[src/rtl/pipe_stage_skid_reg.sv]
// pipe_stage_skid_reg: valid/ready pipeline register with 2-entry skid buffer, flush and reset (optional stats: PIPE_STAGE_STATS_EN)
module pipe_stage_skid_reg #(
   parameter int CTRL_W = 4,
   parameter int DATA_W = 32,
   parameter int ADDR_W = 5
) (
   input  logic              clk_i,
   input  logic              rst_i,
   input  logic              flush_i,
   input  logic              valid_i,
   output logic              ready_o,
   input  logic [CTRL_W-1:0] ctrl_i,
   input  logic [DATA_W-1:0] data0_i,
   input  logic [DATA_W-1:0] data1_i,
   input  logic [ADDR_W-1:0] addr_i,
   output logic              valid_o,
   input  logic              ready_i,
   output logic [CTRL_W-1:0] ctrl_o,
   output logic [DATA_W-1:0] data0_o,
   output logic [DATA_W-1:0] data1_o,
   output logic [ADDR_W-1:0] addr_o
`ifdef PIPE_STAGE_STATS_EN
   ,
   output logic [15:0]       stall_cnt_o,
   output logic [15:0]       bubble_cnt_o
`endif
);
   localparam int E = CTRL_W + 2 * DATA_W + ADDR_W;
   typedef enum logic [1:0] {EMPTY, ONE, FULL} state_t;
   state_t            state_q, state_d;
   logic [E-1:0]      main_q, main_d, skid_q, skid_d, in_w;
   logic [CTRL_W-1:0] ctrl_w;
   logic              in_fire, out_fire;
   assign in_w     = {ctrl_i, data0_i, data1_i, addr_i};
   assign valid_o  = state_q != EMPTY;
   assign ready_o  = (state_q != FULL) & ~rst_i;
   assign in_fire  = valid_i & ready_o;
   assign out_fire = valid_o & ready_i;
   assign {ctrl_w, data0_o, data1_o, addr_o} = main_q;
   assign ctrl_o   = valid_o ? ctrl_w : '0;
   // next state: main always holds the oldest entry, skid only fills when main stalls
   always_comb begin
      state_d = state_q;
      main_d  = main_q;
      skid_d  = skid_q;
      case (state_q)
         EMPTY: if (in_fire) begin
            main_d  = in_w;
            state_d = ONE;
         end
         ONE: begin
            if (in_fire && out_fire) main_d = in_w;
            else if (in_fire) begin
               skid_d  = in_w;
               state_d = FULL;
            end else if (out_fire) state_d = EMPTY;
         end
         FULL: if (out_fire) begin
            main_d  = skid_q;
            state_d = ONE;
         end
         default: state_d = EMPTY;
      endcase
      if (flush_i) begin
         state_d = EMPTY;
         main_d  = main_q;
         skid_d  = skid_q;
      end
   end
   // state and slot registers, fully cleared on reset
   always_ff @(posedge clk_i) begin
      if (rst_i) begin
         state_q <= EMPTY;
         main_q  <= '0;
         skid_q  <= '0;
      end else begin
         state_q <= state_d;
         main_q  <= main_d;
         skid_q  <= skid_d;
      end
   end
`ifdef PIPE_STAGE_STATS_EN
   logic [15:0] stall_q, stall_d, bubble_q, bubble_d;
   assign stall_cnt_o  = stall_q;
   assign bubble_cnt_o = bubble_q;
   // saturating stall and bubble counters
   always_comb begin
      stall_d  = (valid_o & ~ready_i & ~&stall_q) ? stall_q + 16'd1 : stall_q;
      bubble_d = (flush_i & valid_o & ~&bubble_q) ? bubble_q + 16'd1 : bubble_q;
   end
   // counter registers
   always_ff @(posedge clk_i) begin
      if (rst_i) begin
         stall_q  <= '0;
         bubble_q <= '0;
      end else begin
         stall_q  <= stall_d;
         bubble_q <= bubble_d;
      end
   end
`endif
endmodule

[config.mk]
export PLATFORM = sky130hd
export DESIGN_NAME = pipe_stage_skid_reg
export DESIGN_NICKNAME = d
export VERILOG_FILES = /design/src/rtl/pipe_stage_skid_reg.sv
export SDC_FILE = /design/constraint.sdc
export NUM_CORES = 1
export LEC_CHECK = 0
export CORE_MARGIN = 2
export CORE_UTILIZATION = 30
export DETAILED_ROUTE_END_ITERATION = 16
export MAX_ROUTING_LAYER = met4
export PLACE_DENSITY = 0.66
export SYNTH_ARGS = -nofsm -noshare
export SYNTH_HDL_FRONTEND = slang
export SYNTH_SLANG_ARGS = --single-unit
[constraint.sdc]
create_clock -name clk_i -period 1.43 [get_ports clk_i]
set_input_delay 0.3575 -clock clk_i [delete_from_list [all_inputs] [get_ports clk_i]]
set_output_delay 0.3575 -clock clk_i [all_outputs]
set_load 0.05 [all_outputs]
==> impl.org, run 1 <==
** Cells and area
- Summing all non-filler instances in the final layout gives an area of 12100 um2.
- The multi-input combinational cells in the finished layout cover a total of 4290 um2.
- Area growth from synthesis to layout :: 66.0%
- Share of cells above drive strength 1 :: 43.4%
- At the end of the flow, the number of nets in the layout was 947.
- Count of filler cells inserted in the layout :: 2011
- Across the whole layout, storage elements account for 2970 um2.
- Util after Layout :: 51.1%

** Setup path
- STA classifies the critical path startpoint as a flip-flop.
- Path type of the worst setup path :: reg -> out
- Arrival @ worst endpoint :: 1320 ps
- Crit. End Element :: primary output
- For the worst setup path, the data required time is 1070 ps.
- In this run the worst path has a maximum fanout of 4.

** Synth
- Ranking of synthesized cells by area :: sky130_fd_sc_hd__dfxtp_1 (41%), sky130_fd_sc_hd__mux2i_1 (10%), sky130_fd_sc_hd__a311oi_1 (8.8%), sky130_fd_sc_hd__buf_4 (8.0%), sky130_fd_sc_hd__a211oi_1 (7.6%)
- Yosys mapped a number of flops with a built-in enable equal to 0.
- Unique cell type count in the Yosys netlist :: 29
- Library cell occupying the most area in the post-synthesis netlist :: sky130_fd_sc_hd__dfxtp_1
- The number of nets handed over by synthesis was 857.
- Gate count after technology mapping :: 779
- The most used flip-flop cell after synthesis is sky130_fd_sc_hd__dfxtp_1.
- Flops & latches, synth :: 148
- Async set or reset register ratio after synthesis :: 0%
- Portion of the post-synthesis area used by sequential elements :: 40.7%
- Synthesized area per cell :: 9.34 um2
- Total of warnings raised by yosys :: 0
- Cell Area, Synth :: 7270 um2
- In this run the biggest area consumer among cell types represents 40.7% of the synthesized area.
- Sorting the synthesized cells by how often they occur yields sky130_fd_sc_hd__dfxtp_1 (148), sky130_fd_sc_hd__buf_4 (78), sky130_fd_sc_hd__a211oi_1 (74), sky130_fd_sc_hd__a21oi_1 (74), sky130_fd_sc_hd__mux2i_1 (74).
- Among all cell types in the netlist, the one instantiated most often is sky130_fd_sc_hd__dfxtp_1.

** Place
- Before CTS, the worst setup slack after placement is -574 ps.
- Routability-driven placement finished with a final weighted congestion of 0.765.
- Summing all placed instances gives a cell area of 9550 um2.
- In this run the tool buffered the top-level ports with 152 buffer cells.
- Detailed placement ended at an HPWL of 13700 um.

** Detailed routing
- In this run the remaining antenna-violating nets after routing total 0.
- The detailed router finished its first iteration with 431 violations.
- Drc violations :: 0
- Ratio of routed vias to standard cells :: 5.64
- Average wire per standard cell :: 21.9 um
- Wires add up to 26400 um.
- For this run, the detailed router's first-pass iteration total came to 5.
- Detailed-route via count :: 6800

** Global route
- Largest net degree at the start of global routing :: 48
- The number of global-route vias before repair was 6639.
- The total overflow left after global routing is 0.
- Wire length of the first global-routing pass :: 39500 um
- GRT Resource Usage Total :: 20.2%
- The number of antenna violations at the first check in global routing is 2.

** STA
- Setup violations remaining at the end of the flow were counted as 151.
- For the pin with the worst max-slew slack, the measured transition is 710 ps.
- The worst path in the final design needs a cycle of 1680 ps, including I/O delays and setup.
- The number of hold violations in the final report was 0.
- Final worst setup slack :: -246 ps
- Setup repair after global routing could not meet its margin everywhere.
- Worst slew margin relative to its limit :: 52.7%
- Fin Clk Skew :: 6.58 ps
- Derived from the worst setup path, the maximum achievable clock frequency is 0.597 GHz.
- Slew Limit Fails :: 0
- Final clock period utilization by the worst path :: 117%
- Hold slack :: 472 ps

** Power
- For this design the static power due to leakage is 4.39 nW.
- Peak supply drop :: 0.757 mV
- For this design the ratio of total power to cell area is 969 nW/um2.

** Floorplan
- Placeable core region :: 23600 um2
- Effective utilization at floorplan :: 30.8%
- The die is 160 um tall.
- The floorplan has 56 rows.
- Number of I/O pins :: 153
- Die width :: 160 um
- Floorplan die area :: 25500 um2

** Run status
- The flow ran to the end, but the final reports show violations.
- The checks that failed: negative setup slack.

** Clock tree
- Counting every sink on the clock net gives 148.
- In this run the clock root is driven by a sky130_fd_sc_hd__clkbuf_16.
- The clock tree synthesis step divided the H-tree into 4 levels.
- Clock latency on the worst-skew pair :: 430 ps
- After clock tree synthesis, the clock-pin slew on the worst setup and hold paths is 60 ps.
- The number of clock buffers added by TritonCTS is 17.
- TritonCTS built the clock tree.
- The longest clock path from root to sink contains 2 buffers.

** Worst hold path
- In this run the worst hold path is classified as reg -> reg.

** Run
- Across the run, the number of max-cap violations was 0.
==> final timing paths <==
| check | from | to | slack, ps | cells past startpoint |
|---|---|---|---|---|
| setup reg to reg | state_q[1]$_SDFFE_PP0P_ | skid_q[28]$_SDFFE_PP0P_ | -230 | 8 |
| setup / recovery | state_q[1]$_SDFFE_PP0P_ | ready_o | -250 | 4 |
| hold reg to reg | skid_q[55]$_SDFFE_PP0P_ | skid_q[55]$_SDFFE_PP0P_ | 470 | 2 |
| hold / removal | skid_q[55]$_SDFFE_PP0P_ | skid_q[55]$_SDFFE_PP0P_ | 470 | 2 |
==> critical path, stage by stage (launching register included) <==
cell and delay (ps):
sky130_fd_sc_hd__dfxtp_4 360, sky130_fd_sc_hd__buf_6 130, sky130_fd_sc_hd__nand2b_4 70, sky130_fd_sc_hd__nor2b_4 180, sky130_fd_sc_hd__buf_12 150
==> layout make-up <==
class	count	area share (%)
inverter	1	0.0311
clock buffer	20	3.70
multi-input combinational	462	35.5
sequential	148	24.6
antenna	4	0.0829
tap	319	3.31
clock inverter	12	1.67
timing repair buffer	239	31.1
==> metal layers <==
metal / global-route usage [%] / part of all wire [%]
met5: - / 0
met3: 4.31 / 6.6
met2: 31.3 / 49
met4: 6.40 / 1.8
met1: 26.5 / 43
==> per-stage QoR <==
| stage | total power, mW | cells | setup TNS [ps] |
|---|---|---|---|
| after floorplan | 5.46 | 779 | -812 |
| after global placement | 6.32 | 1132 | -71120 |
| after detailed placement | 6.33 | 1132 | -72150 |
| after CTS | 11.6 | 1204 | -19720 |
| after global routing | 12.0 | 1203 | -27370 |
| final | 11.7 | 1205 | -19120 |
==> logic make-up after synthesis <==
kind of cell	synth area share [%]
compound gates	26.8
buf+inv	15.6
flops	40.7
simple gates	6.74
mux	10.2
==> registers in the layout, summed over array words and instances (netlist names) <==
register and cells:
state_q 2, main_q 73, skid_q 73
==> timing repair <==
action / 4_1_cts / 5_1_grt
gates resized for setup: 117 / 130
setup endpoints to repair: 115 / 153
cloned: 21 / 1
hold buffers: 0 / 0
pin swaps: 50 / 59
buffers inserted: 19 / 3
==> power breakdown <==
group | switching [mW] | internal, mW
clock | 1.86 | 3.15
sequential | 0.154 | 4.25
combinational | 1.19 | 1.11
==> placed cells by master (no fill, tap or decap), types with 12 or more instances in the layout <==
master and instances:
sky130_fd_sc_hd__nand3_1 33, sky130_fd_sc_hd__buf_12 109, sky130_fd_sc_hd__o21ai_0 64, sky130_fd_sc_hd__nand3_4 14
sky130_fd_sc_hd__a311oi_1 22, sky130_fd_sc_hd__buf_4 24, sky130_fd_sc_hd__clkbuf_16 18, sky130_fd_sc_hd__a311oi_2 49
sky130_fd_sc_hd__a211oi_1 36, sky130_fd_sc_hd__a21oi_1 40, sky130_fd_sc_hd__a21oi_2 34, sky130_fd_sc_hd__clkdlybuf4s50_1 73
sky130_fd_sc_hd__dfxtp_1 144, sky130_fd_sc_hd__buf_16 13, sky130_fd_sc_hd__nand3_2 26, sky130_fd_sc_hd__mux2i_1 69
sky130_fd_sc_hd__a211oi_2 37, sky130_fd_sc_hd__buf_6 12
Power figures use the tool's default switching activity.
==> run 2, diff against run 1 <==
--- a/config.mk
+++ b/config.mk
@@ -7,9 +7,10 @@
 export LEC_CHECK = 0
 export CORE_MARGIN = 2
 export CORE_UTILIZATION = 30
+export CTS_CLUSTER_SIZE = 30
 export DETAILED_ROUTE_END_ITERATION = 16
 export MAX_ROUTING_LAYER = met4
-export PLACE_DENSITY = 0.66
+export PLACE_DENSITY = 0.64
 export SYNTH_ARGS = -nofsm -noshare
 export SYNTH_HDL_FRONTEND = slang
 export SYNTH_SLANG_ARGS = --single-unit
==> constraint.sdc (replaced) <==
create_clock -name clk_i -period 2.1 [get_ports clk_i]
set_input_delay 0.525 -clock clk_i [delete_from_list [all_inputs] [get_ports clk_i]]
set_output_delay 0.525 -clock clk_i [all_outputs]
set_load 0.05 [all_outputs]
==> run 2 against run 1 <==
Net effect: the run now ends clean; design area fell by 23%; sequential power decreased by 33%; global-route usage down 3.5 points; critical path type unchanged; flip-flop and latch count is the same; via count down 8.3%.
==> impl.org, run 2 (synthesized netlist as in run 1, its figures left out) <==
** Run status
- The flow ran to the end, and the final reports show no timing, DRC or antenna violations.

** Setup path
- STA classifies the critical path endpoint as a primary output.
- Slowest cell delay on critical path :: 320 ps (-40 ps)
- Kind of start point of the critical path :: flip-flop
- Arrival @ worst endpoint :: 1420 ps (+100 ps)
- The required time at the endpoint of the critical path was 1570 ps (+500 ps).
- Path type of the worst setup path :: reg -> out
- Cell-by-cell listing of the critical path :: nor2_1 -> nor2b_1 -> buf_12
- Highest net fanout along the worst path :: 5 (+1)
- The largest individual stage delay along the critical path comes from the cell sky130_fd_sc_hd__dfxtp_1.

** Clock tree
- Inserted Clock Buffers :: 17 (unchanged)
- The total of cells resized after clock tree synthesis came to 45 (-62%).
- The number of clock sinks is 148 (unchanged).
- CTS Buffer Depth :: 2 (unchanged)
- TritonCTS clock tree :: yes
- The clock transition at the registers of the reported paths came to 60 ps (about the same).
- The total number of H-tree levels is 4 (unchanged).
- The count of buffers added by post-CTS timing repair for setup is 0 (-19).
- The root buffer cell chosen for the clock tree is sky130_fd_sc_hd__clkbuf_16.
- The clock insertion delay at the later pin of the skew report came to 420 ps (about the same).
- The hold-fix buffer count after cts came to 0 (unchanged).

** Floorplan
- Floorplan die height :: 160 um (unchanged)
- Effective utilization at floorplan :: 30.8% (unchanged)
- The width of the die came to 160 um (unchanged).
- The full die area was 25500 um2 (unchanged).
- The number of core rows came to 56 (unchanged).
- Placeable core region :: 23600 um2 (unchanged)
- The I/O pin count is 153 (unchanged).

** Cells and area
- Finished layout cell area :: 9250 um2 (-23%)
- The final-layout fill cell count came to 2355 (+17%).
- Area growth from synthesis to layout :: 27.2%
- Largest registers :: main_q x73, skid_q x73, state_q x2
- The library cell used most frequently in the layout, excluding fill and tap cells, is sky130_fd_sc_hd__dfxtp_1.
- Fin cells :: 1157 (-4.0%)
- Top library cells by usage in the layout, fill and taps aside :: sky130_fd_sc_hd__dfxtp_1 (148), sky130_fd_sc_hd__clkdlybuf4s50_1 (76), sky130_fd_sc_hd__mux2i_1 (74), sky130_fd_sc_hd__a211oi_1 (74), sky130_fd_sc_hd__a21oi_1 (74)
- The layout cell share with drive strength beyond 1 came to 11.5% (-32 points).
- Final-stage net count :: 901 (-4.9%)

** STA
- Total negative slack for setup checks :: 0 ps (+19120 ps)
- The post-route worst hold slack is 435 ps (-37.0 ps).
- Worst slew margin relative to its limit :: 64.9% (+12 points)
- Final hold violations :: 0 (unchanged)
- RSZ-0062 raised after global routing :: no
- Maximum clock rate :: 0.513 GHz
- The post-route clock skew came to 8.86 ps (+2.28 ps).
- Slew Limit Fails :: 0 (unchanged)
- Setup violation total in the final timing report :: 0 (-100%)
- Transition time at the pin with the least slew margin :: 526 ps (-185 ps)
- Of the available clock period, the critical path in the final layout requires 92.7%.
- The clock period could shrink to 1950 ps.

** Detailed routing
- The DRC violations left was 0 (unchanged).
- The number of vias in the routed layout is 6239 (-8.3%).
- Average wire per standard cell :: 18.4 um (-16%)
- Violation count after the first detailed-routing iteration :: 453 (+5.1%)
- Ratio of routed vias to standard cells :: 5.39 (-4.4%)
- Overall routed net length :: 21300 um (-20%)
- Number of antenna-violating nets in the routed design :: 0 (unchanged)
- The number of search-and-repair iterations in the first detailed-routing pass was 6 (+1).

** Run
- Number of maximum-capacitance violations :: 0 (unchanged)

** Power
- Clk pwr share :: 43.9% (+1.1 points)
- The cell leakage power is 3.95 nW (-10%).
- The power density normalized to cell area is 772 nW/um2 (-20%).
- The highest ir drop seen on vdd came to 0.453 mV (-40%).
- The share of total power in combinational logic was 15.0% (-4.6 points).
- The net load switching power came to 1.94 mW (-39%).
- The net switching fraction of the power is 27.1% (-0.20 points).
- The internal cell power came to 5.20 mW (-39%).
- The relative contribution of sequential cells to total power was 41.2% (+3.6 points).

** Global route
- Via count of the first global-routing pass :: 5945 (-10%)
- Total gr overflow :: 0 (unchanged)
- Wire length of the first global-routing pass :: 33600 um (-15%)
- The overall global routing resource usage was 16.8% (-3.5 points).
- Largest net degree at the start of global routing :: 87 (+81%)
- Antenna violations before repair :: 2 (unchanged)

** Place
- Area after DPL :: 8660 um2 (-9.4%)
- The post-detailed-placement half-perimeter wirelength came to 13300 um (-2.5%).
- The quantity of I/O buffers inserted on ports is 152 (unchanged).
- DP Cell Count :: 1123 (-0.80%)
- The weighted congestion reported at the end of routability-driven placement is 0.751 (-1.9%).

** Worst hold path
- The path class of the tightest hold or removal check is in -> reg.
## run 2: cell types whose count changed in the layout (fill, tap and decap cells not counted), moves of 12 or more
cell / change
sky130_fd_sc_hd__buf_12: -90
sky130_fd_sc_hd__a21oi_1: +34
sky130_fd_sc_hd__nand3_1: +40
sky130_fd_sc_hd__dlygate4sd2_1: +42
sky130_fd_sc_hd__a21oi_2: -34
sky130_fd_sc_hd__a311oi_2: -49
sky130_fd_sc_hd__a211oi_1: +38
sky130_fd_sc_hd__buf_6: -12
sky130_fd_sc_hd__a211oi_2: -37
sky130_fd_sc_hd__a311oi_1: +51
sky130_fd_sc_hd__dlymetal6s2s_1: +18
sky130_fd_sc_hd__buf_16: -13
sky130_fd_sc_hd__nand3_4: -14
sky130_fd_sc_hd__nand3_2: -26
## run 2: area by class of cell
cell class                      instances  area [um2]  share of cell area, %
Multi-Input combinational cell        462        3260                   35.2
Sequential cell                       148        2960                   32.0
Timing Repair Buffer                  193        2020                   21.9
Clock buffer                           20         447                   4.83
Tap cell                              319         399                   4.31
Clock inverter                         12         154                   1.66
Antenna cell                            2        5.00                 0.0541
Inverter                                1        3.75                 0.0406
## run 2: critical path: cells and delay by family (launching register included)
kind / cells / cell delay (ps)
and+or+nand+nor: 2 / 500
DFF: 1 / 320
buffers and inverters: 1 / 190
## run 2: metrics by stage
step                      util, %  setup WS, ps  total power [mW]
after floorplan                 -           180              3.72
after global placement       36.7         -34.5              4.10
after detailed placement     36.7          -103              4.11
after CTS                    39.0         0.199              7.22
after global routing         39.2          84.4              7.40
final                        39.2           152              7.14
## run 2: final timing paths
| kind | startpoint | to | slack [ps] | cells past startpoint |
|---|---|---|---|---|
| worst max-delay path | state_q[0]$_SDFFE_PP0P_ | ctrl_o[0] | 150 | 3 |
| worst min-delay path | rst_i | main_q[30]$_SDFFE_PP0P_ | 440 | 2 |
| worst max register to register | state_q[1]$_SDFFE_PP0P_ | skid_q[40]$_SDFFE_PP0P_ | 520 | 6 |
| worst min register to register | skid_q[49]$_SDFFE_PP0P_ | skid_q[49]$_SDFFE_PP0P_ | 470 | 2 |
## run 2: routing by layer
metal  GRT usage, %  vias to the layer above  share of wire, %
li1               -                     2969                 -
met1           22.1                     3013                46
met2           25.9                      233                46
met3           3.71                       24               6.5
met4           4.79                        0               1.5
met5              -                        -                 0
## run 2: power by group through the flow
stage          logic [mW]  registers [mW]  clock network (mW)
2_1_floorplan       0.734            2.99                   0
3_3_place_gp         1.10            3.00                   0
3_5_place_dp         1.10            3.00                   0
4_1_cts              1.07            2.94                3.21
5_1_grt              1.13            2.95                3.32
6_report             1.07            2.94                3.14
